[src/rtl/uart_bus_responder.sv]
// Memory-mapped UART on the CPU data bus: TXD / RXD / CON word registers, 8N1 framing.
// Define UART_TX_FIFO_EN to put a 4-entry FIFO in front of the transmitter.
module uart_bus_responder #(
    parameter int          CLK_FREQ  = 50_000_000,
    parameter int          BAUD      = 9600,
    parameter logic [31:0] BASE_ADDR = 32'h40000018
) (
    input  logic        clk,
    input  logic        reset,
    input  logic        rd,
    input  logic        wr,
    input  logic [31:0] addr,
    input  logic [31:0] wdata,
    output logic [31:0] rdata,
    input  logic        uart_rx,
    output logic        uart_tx,
    output logic        irq
);
    localparam int          DIV      = CLK_FREQ / BAUD;
    localparam int          CW       = $clog2(DIV);
    localparam logic [31:0] RXD_ADDR = BASE_ADDR + 32'd4;
    localparam logic [31:0] CON_ADDR = BASE_ADDR + 32'd8;

    typedef enum logic [1:0] {S_IDLE, S_START, S_DATA, S_STOP} state_e;

    logic hit_txd, hit_rxd, hit_con, txd_wr, rxd_rd, con_wr;
    assign hit_txd = (addr[31:2] == BASE_ADDR[31:2]);
    assign hit_rxd = (addr[31:2] == RXD_ADDR[31:2]);
    assign hit_con = (addr[31:2] == CON_ADDR[31:2]);
    assign txd_wr  = wr & hit_txd;
    assign rxd_rd  = rd & hit_rxd;
    assign con_wr  = wr & hit_con;

    logic unused_bits;
    assign unused_bits = ^{addr[1:0], wdata[31:8]};

    // ---------------- transmitter ----------------
    state_e          tx_state_q;
    logic [CW-1:0]   tx_cnt_q;
    logic [2:0]      tx_bit_q;
    logic [7:0]      tx_sh_q;
    logic            tx_q, tx_idle, tx_last, tx_start, tx_full, tx_busy;
    logic [7:0]      tx_byte;

    assign tx_idle = (tx_state_q == S_IDLE);
    assign tx_last = (tx_cnt_q == CW'(DIV - 1));
    assign uart_tx = tx_q;

`ifdef UART_TX_FIFO_EN
    logic [7:0] fifo_q [4];
    logic [2:0] wp_q, wp_d, rp_q, rp_d;
    logic       f_empty, push, pop;

    assign f_empty = (wp_q == rp_q);
    assign tx_full = (wp_q[1:0] == rp_q[1:0]) && (wp_q[2] != rp_q[2]);
    assign pop     = tx_idle & ~f_empty;
    // a pop on the same edge frees the slot the push lands in
    assign push    = txd_wr & (~tx_full | pop);
    assign tx_start = pop;
    assign tx_byte  = fifo_q[rp_q[1:0]];
    assign tx_busy  = ~tx_idle | ~f_empty;

    always_comb begin
        wp_d = wp_q + {2'b0, push};
        rp_d = rp_q + {2'b0, pop};
    end

    always_ff @(posedge clk or negedge reset) begin
        if (!reset) begin
            wp_q <= '0;
            rp_q <= '0;
            for (int i = 0; i < 4; i++) fifo_q[i] <= '0;
        end else begin
            wp_q <= wp_d;
            rp_q <= rp_d;
            if (push) fifo_q[wp_q[1:0]] <= wdata[7:0];
        end
    end
`else
    assign tx_full  = 1'b0;
    assign tx_start = txd_wr & tx_idle;
    assign tx_byte  = wdata[7:0];
    assign tx_busy  = ~tx_idle;
`endif

    always_ff @(posedge clk or negedge reset) begin
        if (!reset) begin
            tx_state_q <= S_IDLE;
            tx_cnt_q   <= '0;
            tx_bit_q   <= '0;
            tx_sh_q    <= '0;
            tx_q       <= 1'b1;
        end else begin
            case (tx_state_q)
                S_IDLE: if (tx_start) begin
                    tx_state_q <= S_START;
                    tx_sh_q    <= tx_byte;
                    tx_cnt_q   <= '0;
                    tx_q       <= 1'b0;
                end
                S_START: if (tx_last) begin
                    tx_state_q <= S_DATA;
                    tx_cnt_q   <= '0;
                    tx_bit_q   <= '0;
                    tx_q       <= tx_sh_q[0];
                end else tx_cnt_q <= tx_cnt_q + 1'b1;
                S_DATA: if (tx_last) begin
                    tx_cnt_q <= '0;
                    if (tx_bit_q == 3'd7) begin
                        tx_state_q <= S_STOP;
                        tx_q       <= 1'b1;
                    end else begin
                        tx_bit_q <= tx_bit_q + 1'b1;
                        tx_sh_q  <= tx_sh_q >> 1;
                        tx_q     <= tx_sh_q[1];
                    end
                end else tx_cnt_q <= tx_cnt_q + 1'b1;
                S_STOP: if (tx_last) tx_state_q <= S_IDLE;
                        else tx_cnt_q <= tx_cnt_q + 1'b1;
                default: tx_state_q <= S_IDLE;
            endcase
        end
    end

    // ---------------- receiver ----------------
    state_e        rx_state_q;
    logic [CW-1:0] rx_cnt_q;
    logic [2:0]    rx_bit_q;
    logic [7:0]    rx_sh_q;
    logic          rx_s1_q, rx_s2_q, rx_s3_q, rx_last, rx_half, rx_ok, rx_bad;

    assign rx_last = (rx_cnt_q == CW'(DIV - 1));
    assign rx_half = (rx_cnt_q == CW'(DIV / 2 - 1));
    assign rx_ok   = (rx_state_q == S_STOP) & rx_last & rx_s2_q;
    assign rx_bad  = (rx_state_q == S_STOP) & rx_last & ~rx_s2_q;

    // start is a falling edge, so a held-low line after a bad stop bit does not retrigger
    always_ff @(posedge clk or negedge reset) begin
        if (!reset) begin
            {rx_s1_q, rx_s2_q, rx_s3_q} <= 3'b111;
            rx_state_q <= S_IDLE;
            rx_cnt_q   <= '0;
            rx_bit_q   <= '0;
            rx_sh_q    <= '0;
        end else begin
            {rx_s1_q, rx_s2_q, rx_s3_q} <= {uart_rx, rx_s1_q, rx_s2_q};
            case (rx_state_q)
                S_IDLE: if (rx_s3_q && !rx_s2_q) begin
                    rx_state_q <= S_START;
                    rx_cnt_q   <= '0;
                end
                S_START: if (rx_half) begin
                    rx_cnt_q   <= '0;
                    rx_bit_q   <= '0;
                    rx_state_q <= rx_s2_q ? S_IDLE : S_DATA;
                end else rx_cnt_q <= rx_cnt_q + 1'b1;
                S_DATA: if (rx_last) begin
                    rx_cnt_q <= '0;
                    rx_sh_q  <= {rx_s2_q, rx_sh_q[7:1]};
                    if (rx_bit_q == 3'd7) rx_state_q <= S_STOP;
                    else rx_bit_q <= rx_bit_q + 1'b1;
                end else rx_cnt_q <= rx_cnt_q + 1'b1;
                S_STOP: if (rx_last) rx_state_q <= S_IDLE;
                        else rx_cnt_q <= rx_cnt_q + 1'b1;
                default: rx_state_q <= S_IDLE;
            endcase
        end
    end

    // ---------------- status / data registers ----------------
    logic [7:0] rx_data_q, rx_data_d;
    logic       rx_valid_q, rx_valid_d, overrun_q, overrun_d;
    logic       frame_err_q, frame_err_d, rx_irq_en_q, rx_irq_en_d;

    always_comb begin
        rx_data_d   = rx_ok ? rx_sh_q : rx_data_q;
        rx_valid_d  = rx_ok | (rx_valid_q & ~rxd_rd);
        overrun_d   = overrun_q;
        frame_err_d = frame_err_q;
        rx_irq_en_d = rx_irq_en_q;
        if (con_wr) begin
            rx_irq_en_d = wdata[4];
            if (wdata[3]) overrun_d   = 1'b0;
            if (wdata[2]) frame_err_d = 1'b0;
        end
        // a byte landing on the edge that reads RXD replaces a consumed byte, not an unread one
        if (rx_ok && rx_valid_q && !rxd_rd) overrun_d = 1'b1;
        if (rx_bad) frame_err_d = 1'b1;
    end

    always_ff @(posedge clk or negedge reset) begin
        if (!reset) begin
            rx_data_q   <= '0;
            rx_valid_q  <= 1'b0;
            overrun_q   <= 1'b0;
            frame_err_q <= 1'b0;
            rx_irq_en_q <= 1'b0;
        end else begin
            rx_data_q   <= rx_data_d;
            rx_valid_q  <= rx_valid_d;
            overrun_q   <= overrun_d;
            frame_err_q <= frame_err_d;
            rx_irq_en_q <= rx_irq_en_d;
        end
    end

    assign irq = rx_valid_q & rx_irq_en_q;

    always_comb begin
        rdata = '0;
        if (rd) begin
            if (hit_rxd)      rdata = {24'b0, rx_data_q};
            else if (hit_con) rdata = {26'b0, tx_full, rx_irq_en_q, overrun_q,
                                       frame_err_q, rx_valid_q, tx_busy};
        end
    end
endmodule
[config.mk]
export PLATFORM = sky130hd
export DESIGN_NAME = uart_bus_responder
export DESIGN_NICKNAME = d
export VERILOG_FILES = /design/src/rtl/uart_bus_responder.sv
export SDC_FILE = /design/constraint.sdc
export NUM_CORES = 1
export LEC_CHECK = 0
export CORE_MARGIN = 5
export CORE_UTILIZATION = 29
export DETAILED_ROUTE_END_ITERATION = 6
export DONT_BUFFER_PORTS = 1
export HOLD_SLACK_MARGIN = 0.08
export RECOVER_POWER = 50
export SYNTH_ARGS = -nofsm -noshare
export SYNTH_HDL_FRONTEND = slang
export SYNTH_SLANG_ARGS = --single-unit
[constraint.sdc]
create_clock -name clk -period 2.8 [get_ports clk]
set_input_delay 0.7 -clock clk [delete_from_list [all_inputs] [get_ports clk]]
set_output_delay 0.7 -clock clk [all_outputs]
set_load 0.02 [all_outputs]
==> metrics.md, run 1 <==
| Metric | Value |
|---|---|
| Vias per inst | around 5.0 |
| Top area cells in the synthesized netlist | dfrtp_1 (41%), mux2_2 (8.3%), buf_4 (4.6%) |
| Via Count | 2895 |
| First-pass GRT wire length | 14050 um |
| Pwr dens | 605.0 mW/mm^2 |
| FFs w/ async S/R, synth | 100.0% |
| Starting Density | 29.62% |
| GRT Util Overall | 10.38% |
| WP buf/inv | 1 |
| Syn Std Cell Area | 0.003923 sq mm |
| Top-area cell type share of the netlist area | 40.83% |
| Net load switching power | 741.9 uW |
| Rows | 42 |
| Post-DRT Antenna Nets | 0 |
| Setup-failing EPs final | 0 |
| Clk_skew | 0.004042 ns |
| CP max stage delay | 0.29 ns |
| Sw frac | 27.88% |
| Gate count after technology mapping | about 380 |
| Residual DRC | 0 |
| Final min period | 2.683 ns |
| Max Cap Violations | 1 |
| Clock Tree Root | clkbuf_16 |
| Tcrit/Tclk final | a little over nine tenths |
| Largest net degree at the start of global routing | 65 |
| Final WL | 8192 um |
| Synth Flop Type | dfrtp_1 |
| Vias in the first global route | 2952 |
| Max FO, Critical Path | 5 |
| Ports | 103 |
| Final HPWL DP | 5903 um |
| # fillers | 1334 |
| Gate power share | 12.6% |
| Synth top cells by count | dfrtp_1 (64), mux2_2 (29), buf_4 (24) |
| P&R area growth vs syn | 12.12% |
| Fmax | between 0.3 and 0.4 GHz |
| Nets | 474 |
| CTS buffer count | 9 |
| Maximum clock insertion buffer count | 2 |
| Die H | 126.3 um |
| Wire per inst | 14.25 um |
| Critical path, cell by cell | nor4b_1, nand4_1, buf_4, nor2_1, and3_1, a22o_1 |
| Clk network pwr share | a little over two fifths |
| Largest delay share family, worst path | simple AND/OR/NAND/NOR gates |
| Seq cells post-synth | 68 |
| Dpl ws | between 0.07 and 0.08 ns |
| Hold Fails Final Rpt | 0 |
| WP data required | 2.10 ns |
| Final Hold Slack | between 0.2 and 0.25 ns |
| Worst Tran Pin Value | 1.605 ns |
| CTS tree | done |
| Failing checks | max-capacitance violations, max-slew violations |
| Startpoint types | input port |
| Initial antenna violation count | 0 |
| GP Congestion | approximately 0.82 |
| Relative slew slack | -6.972% |
| Sink Count | between 60 and 70 |
| Slowest-stage cell, CP | nor4b_1 |
| Clk slew on worst S/H paths | 0.06 ns |
| Unrepaired setup endpoints after global routing | no |
| Final slew viol count | 65 |
| Status | complete, but fails checks |
| Die ar. | ~0.016 sq mm |
| Syn_area_per_cell | 10.24 sq um |
| Hold Crit Class | input port to asynchronous set/reset pin |
| Core region area | 0.01324 sq mm |
| PortBufs | 0 |
| Crit path kind | input port to output pin |
| Distinct cells, synth | 57 |
| Number of enable flip-flop cells after synthesis | 0 |
| Count leader, synth | dfrtp_1 |
| Initial drt markers | around 120 |
| Sequential Power Share | 44.6% |
| Lkg Pwr | about 1.9 nW |
| Final core utilization | 33.21% |
| PnR worst setup slack | 0.1173 ns |
| Critical Path End Type | output pin |
| H-tree levels | 3 |
| First-pass DRT Iterations | 4 |
| Setup Buffers After CTS | 0 |
| Worst EP arrival | 1.98 ns |
| Ant diodes | 0 |
| Seq/Total Area, Yosys | 43.51% |
| Final total power | 2.661 mW |
| Final setup TNS | 0 ns |
| VDD IR-drop max | 0.0004786 V |
| Die X-Extent | 126.3 um |
| Leading area contributor after synthesis | dfrtp_1 |
| Share of post-route cells with drive strength above 1 | between 10% and 20% |
| Synth warnings | 0 |
| Clock latency on the worst-skew pair | 0.33 ns |
| GRT overflow | 0 |
| Internal power | 1.919 mW |
[kinds of logic after synthesis]
group                      Yosys count  share of synthesized area [%]
adders and majority gates           11                          3.509
DFF                                 68                          43.51
muxes                               39                          11.90
buffers and inverters               58                          8.134
other                                1                        0.09560
and+or+nand+nor                    120                          17.64
xor gates and xnor gates             1                         0.2233
AOI/OAI and AO/OA                   85                          14.99
[path summary, 6_finish.rpt]
path | endpoint | slack [ns] | cells after the start | from
max in group asynchronous | tx_bit_q[2] | 1.07 | 1 | reset
max reg2reg | tx_cnt_q[4] | 0.31 | 6 | tx_cnt_q[9]
min reg2reg | rx_s2_q | 0.36 | 0 | rx_s1_q
max | rdata[1] | 0.12 | 6 | addr[7]
min in group clk | rx_s2_q | 0.36 | 0 | rx_s1_q
min | rx_s3_q | 0.21 | 0 | reset
[power by group through the flow]
| stage | Sequential, mW | Clock (mW) | Combinational, mW |
|---|---|---|---|
| 3_3_place_gp | 1.20 | 0 | 0.303 |
| 6_report | 1.19 | 1.14 | 0.336 |
| 3_5_place_dp | 1.21 | 0 | 0.320 |
| 2_1_floorplan | 1.17 | 0 | 0.304 |
| 4_1_cts | 1.19 | 1.16 | 0.344 |
| 5_1_grt | 1.20 | 1.21 | 0.393 |
[registers in the layout (all words and copies together) (netlist names), named ones only]
register     cells
rx_s3_q          1
overrun_q        1
rx_cnt_q        13
tx_cnt_q        13
tx_state_q       2
tx_bit_q         3
uart_tx          1
rx_valid_q       1
rx_irq_en_q      1
rx_state_q       1
rx_s2_q          1
frame_err_q      1
rx_data_q        8
rx_bit_q         3
tx_sh_q          8
rx_sh_q          8
rx_s1_q          1
[worst register-to-register path, cell delays in order, from the launching register on]
cell	delay (ns)
dfrtp_1	0.44
or4b_2	0.74
o31ai_1	0.36
a21oi_1	0.27
buf_4	0.24
a211oi_1	0.20
o22ai_1	0.10
[layout make-up]
type                            instances  area [sq um]  area share (%)
Timing Repair Buffer                   12         87.58           1.991
Inverter                               23         86.33           1.963
Clock inverter                          7         75.07           1.707
Tap cell                              176         220.2           5.007
Sequential cell                        68          1707           38.81
Clock buffer                            9         225.2           5.121
Multi-Input combinational cell        280          1997           45.41
[placed cells by master (no fill, tap or decap), drive strengths merged, types with 3 or more instances in the layout]
master / count
conb: 24
nand2: 23
o2bb2ai: 5
and3: 3
o21ai: 16
nor3: 4
dfrtp: 64
nor2: 20
and2: 6
inv: 24
or4: 5
o31ai: 12
buf: 11
a21oi: 14
clkinvlp: 3
o41ai: 3
nor4: 9
ha: 11
nand3: 14
a211oi: 10
clkbuf: 10
nand4b: 3
mux2: 37
a22o: 12
o22ai: 4
or3: 7
dfstp: 4
nand4: 10
[routing by layer]
layer | GRT usage, % | wire, um
met5 | 0 | 0
met4 | 2.965 | 93
met3 | 2.270 | 384
met2 | 17.46 | 4016
met1 | 13.47 | 3698
[repair_timing]
action / 4_1_cts / 5_1_grt
hold buffers: 1 / 0
hold endpoints to repair: 64 / 0
gates resized for setup: 0 / 3
endpoints found under the setup margin: 0 / 5
[through the flow]
| step | instance area, sq um | std cells |
|---|---|---|
| 2_1_floorplan | 4009 | 406 |
| 3_3_place_gp | 4079 | 558 |
| 3_5_place_dp | 4079 | 558 |
| 4_1_cts | 4407 | 575 |
| 5_1_grt | 4398 | 575 |
| 6_report | 4398 | 575 |
(Power assumes the default switching activity.)
==> inputs of run 2 (changes only) <==
--- a/config.mk
+++ b/config.mk
@@ -6,11 +6,12 @@
 export NUM_CORES = 1
 export LEC_CHECK = 0
 export CORE_MARGIN = 5
-export CORE_UTILIZATION = 29
+export CORE_UTILIZATION = 45
 export DETAILED_ROUTE_END_ITERATION = 6
 export DONT_BUFFER_PORTS = 1
 export HOLD_SLACK_MARGIN = 0.08
 export RECOVER_POWER = 50
+export REMOVE_ABC_BUFFERS = 1
 export SYNTH_ARGS = -nofsm -noshare
 export SYNTH_HDL_FRONTEND = slang
 export SYNTH_SLANG_ARGS = --single-unit
==> run 2 against run 1 <==
Utilization rose by 16 points. Register-to-register slack got worse by 0.11 ns. Sequential power barely moved. Final cell count fell by 11%. Largest cell class unchanged. First-iteration DRC count fell by 24%. Worst setup slack improved by 0.0051 ns. Flip-flop and latch count did not move. Total power fell by 15%. Combinational power barely moved. The run still ends with max-capacitance violations, max-slew violations left. Design area fell by 4.2%.
==> metrics.md, run 2 (synthesis gave the netlist of run 1 again) <==
| Metric | Value |
|---|---|
| Status | complete, but fails checks (unchanged) |
| Failing checks | max-capacitance violations, max-slew violations (unchanged) |
| Fmax | 0.3735 GHz (was 0.3728 GHz) |
| Die ar. | 0.01068 sq mm (was 0.01595 sq mm) |
| Vias per inst | 5.639 (was 5.035) |
| CTS buffer count | 9 (unchanged) |
| CTS tree | done (unchanged) |
| Fin area | 0.004213 sq mm (was 0.004398 sq mm) |
| Unrepaired setup endpoints after global routing | no (unchanged) |
| Clk slew on worst S/H paths | 0.08 ns (was 0.06 ns) |
| Largest net degree at the start of global routing | 65 (unchanged) |
| Crit. Startpoint | addr[13] (was addr[7]) |
| Clock Tree Root | clkbuf_8 (was clkbuf_16) |
| Pwr dens | 535.5 mW/mm^2 (was 605.0 mW/mm^2) |
| Initial antenna violation count | 0 (unchanged) |
| Final min period | 2.678 ns (was 2.683 ns) |
| FF-to-FF path depth | 4 (was 6) |
| PortBufs | 0 (unchanged) |
| First-pass GRT wire length | 13400 um (was 14050 um) |
| Dpl ws | -0.005236 ns (was 0.07622 ns) |
| Final total power | 2.256 mW (was 2.661 mW) |
| Hold Fails Final Rpt | 0 (unchanged) |
| Lkg Pwr | 1.829 nW (was 1.867 nW) |
| Startpoint types | input port (unchanged) |
| Via Count | 2870 (was 2895) |
| Worst Tran Pin Value | 1.596 ns (was 1.605 ns) |
| PnR worst setup slack | 0.1224 ns (was 0.1173 ns) |
| P&R area growth vs syn | 7.400% (was 12.12%) |
| Clk_skew | 0.005980 ns (was 0.004042 ns) |
| Max FO, Critical Path | 9 (was 5) |
| Post-DRT Antenna Nets | 0 (unchanged) |
| Max Cap Violations | 1 (unchanged) |
| Residual DRC | 0 (unchanged) |
| Wire per inst | 16.33 um (was 14.25 um) |
| Setup-failing EPs final | 0 (unchanged) |
| Maximum clock insertion buffer count | 2 (unchanged) |
| Worst R2R Start | rx_cnt_q[3] (was tx_cnt_q[9]) |
| Tcrit/Tclk final | 95.63% (was 95.81%) |
| Ports | 103 (unchanged) |
| First-pass DRT Iterations | 4 (unchanged) |
| Clock latency on the worst-skew pair | 0.35 ns (was 0.33 ns) |
| Hold Crit Class | input port to asynchronous set/reset pin (unchanged) |
| Placed cell area | 0.004001 sq mm (was 0.004079 sq mm) |
| Worst EP arrival | 1.98 ns (about the same) |
| GP Congestion | 0.8312 (was 0.8245) |
| Final WL | 8311 um (was 8192 um) |
| WP data required | 2.10 ns (about the same) |
| Die X-Extent | 103.4 um (was 126.3 um) |
| Crit path kind | input port to output pin (unchanged) |
| Sink Count | 68 (unchanged) |
| Ant diodes | 0 (unchanged) |
| Flop-to-flop setup slack | 0.20 ns (was 0.31 ns) |
| Rows | 34 (was 42) |
| Crit path to | rdata[2] (was rdata[1]) |
| Vias in the first global route | 2672 (was 2952) |
| Starting Density | 45.65% (was 29.62%) |
| Most common cell after layout, fill and taps aside | dfrtp_1 (unchanged) |
| Biggest regs | rx_cnt_q x13, tx_cnt_q x13 (unchanged) |
| GRT overflow | 0 (unchanged) |
| Nets | 476 (was 474) |
| Share of post-route cells with drive strength above 1 | 21.95% (was 19.55%) |
| Initial drt markers | 90 (was 118) |
| Final core utilization | 49.02% (was 33.21%) |
| Relative slew slack | -6.382% (was -6.972%) |
| Core region area | 0.008593 sq mm (was 0.01324 sq mm) |
| Critical Path End Type | output pin (unchanged) |
| RR Endpoint | rx_data_q[2] (was tx_cnt_q[4]) |
| Die H | 103.4 um (was 126.3 um) |
| H-tree levels | 3 (unchanged) |
| Final HPWL DP | 6018 um (was 5903 um) |
| GRT Util Overall | 16.24% (was 10.38%) |
| Final slew viol count | 65 (unchanged) |
| Final Hold Slack | 0.1880 ns (was 0.2078 ns) |
| VDD IR-drop max | 0.0002945 V (was 0.0004786 V) |
| Most frequent cells in the layout | dfrtp_1 (64), mux2_2 (29), conb_1 (24) (unchanged) |
## run 2: report_power, final
| group | total, mW | switching (mW) | internal [mW] |
|---|---|---|---|
| registers | 1.18 | 0.0994 | 1.09 |
| logic | 0.337 | 0.197 | 0.140 |
| clock network | 0.734 | 0.409 | 0.325 |
## run 2: what timing repair did
item	in CTS	in global routing
hold endpoints to repair	64	0
endpoints found under the setup margin	2	6
pin swaps	0	1
setup buffers	0	1
gates resized for setup	2	9
hold buffers	1	0
## run 2: worst min path at each step
| stage | startpoint | to | slack (ns) | cells after the start |
|---|---|---|---|---|
| after floorplan | rx_s1_q | rx_s2_q | 0.35 | 0 |
| after global placement | rx_s1_q | rx_s2_q | 0.35 | 0 |
| after detailed placement | rx_s1_q | rx_s2_q | 0.35 | 0 |
| after CTS | reset | uart_tx | 0.16 | 0 |
| after global routing | reset | uart_tx | 0.15 | 0 |
| final | reset | uart_tx | 0.19 | 0 |
## run 2: area by class of cell
| type | instances | area, sq um |
|---|---|---|
| fill | 819 | 4380 |
| multi-input combinational | 280 | 2007 |
| sequential | 68 | 1707 |
| tap | 108 | 135.1 |
| clock buffer | 9 | 123.9 |
| timing repair buffer | 14 | 102.6 |
| inverter | 23 | 86.33 |
| clock inverter | 7 | 51.30 |
## run 2: per-layer routing
metal / track usage, % / routed length (um)
met5: 0 / 0
met2: 26.42 / 4166
met4: 5.478 / 119
met1: 21.32 / 3623
met3: 3.823 / 401
## run 2: stage by stage
stage          setup TNS, ns  std cells
2_1_floorplan              0        371
3_3_place_gp               0        491
3_5_place_dp       -0.005255        491
4_1_cts                    0        508
5_1_grt                    0        509
6_report                   0        509
## run 2: worst max-delay path, stage by stage
cell	delay, ns
nor4_1	0.27
nand4_1	0.21
buf_4	0.19
nor3_1	0.17
buf_4	0.20
a22o_2	0.24
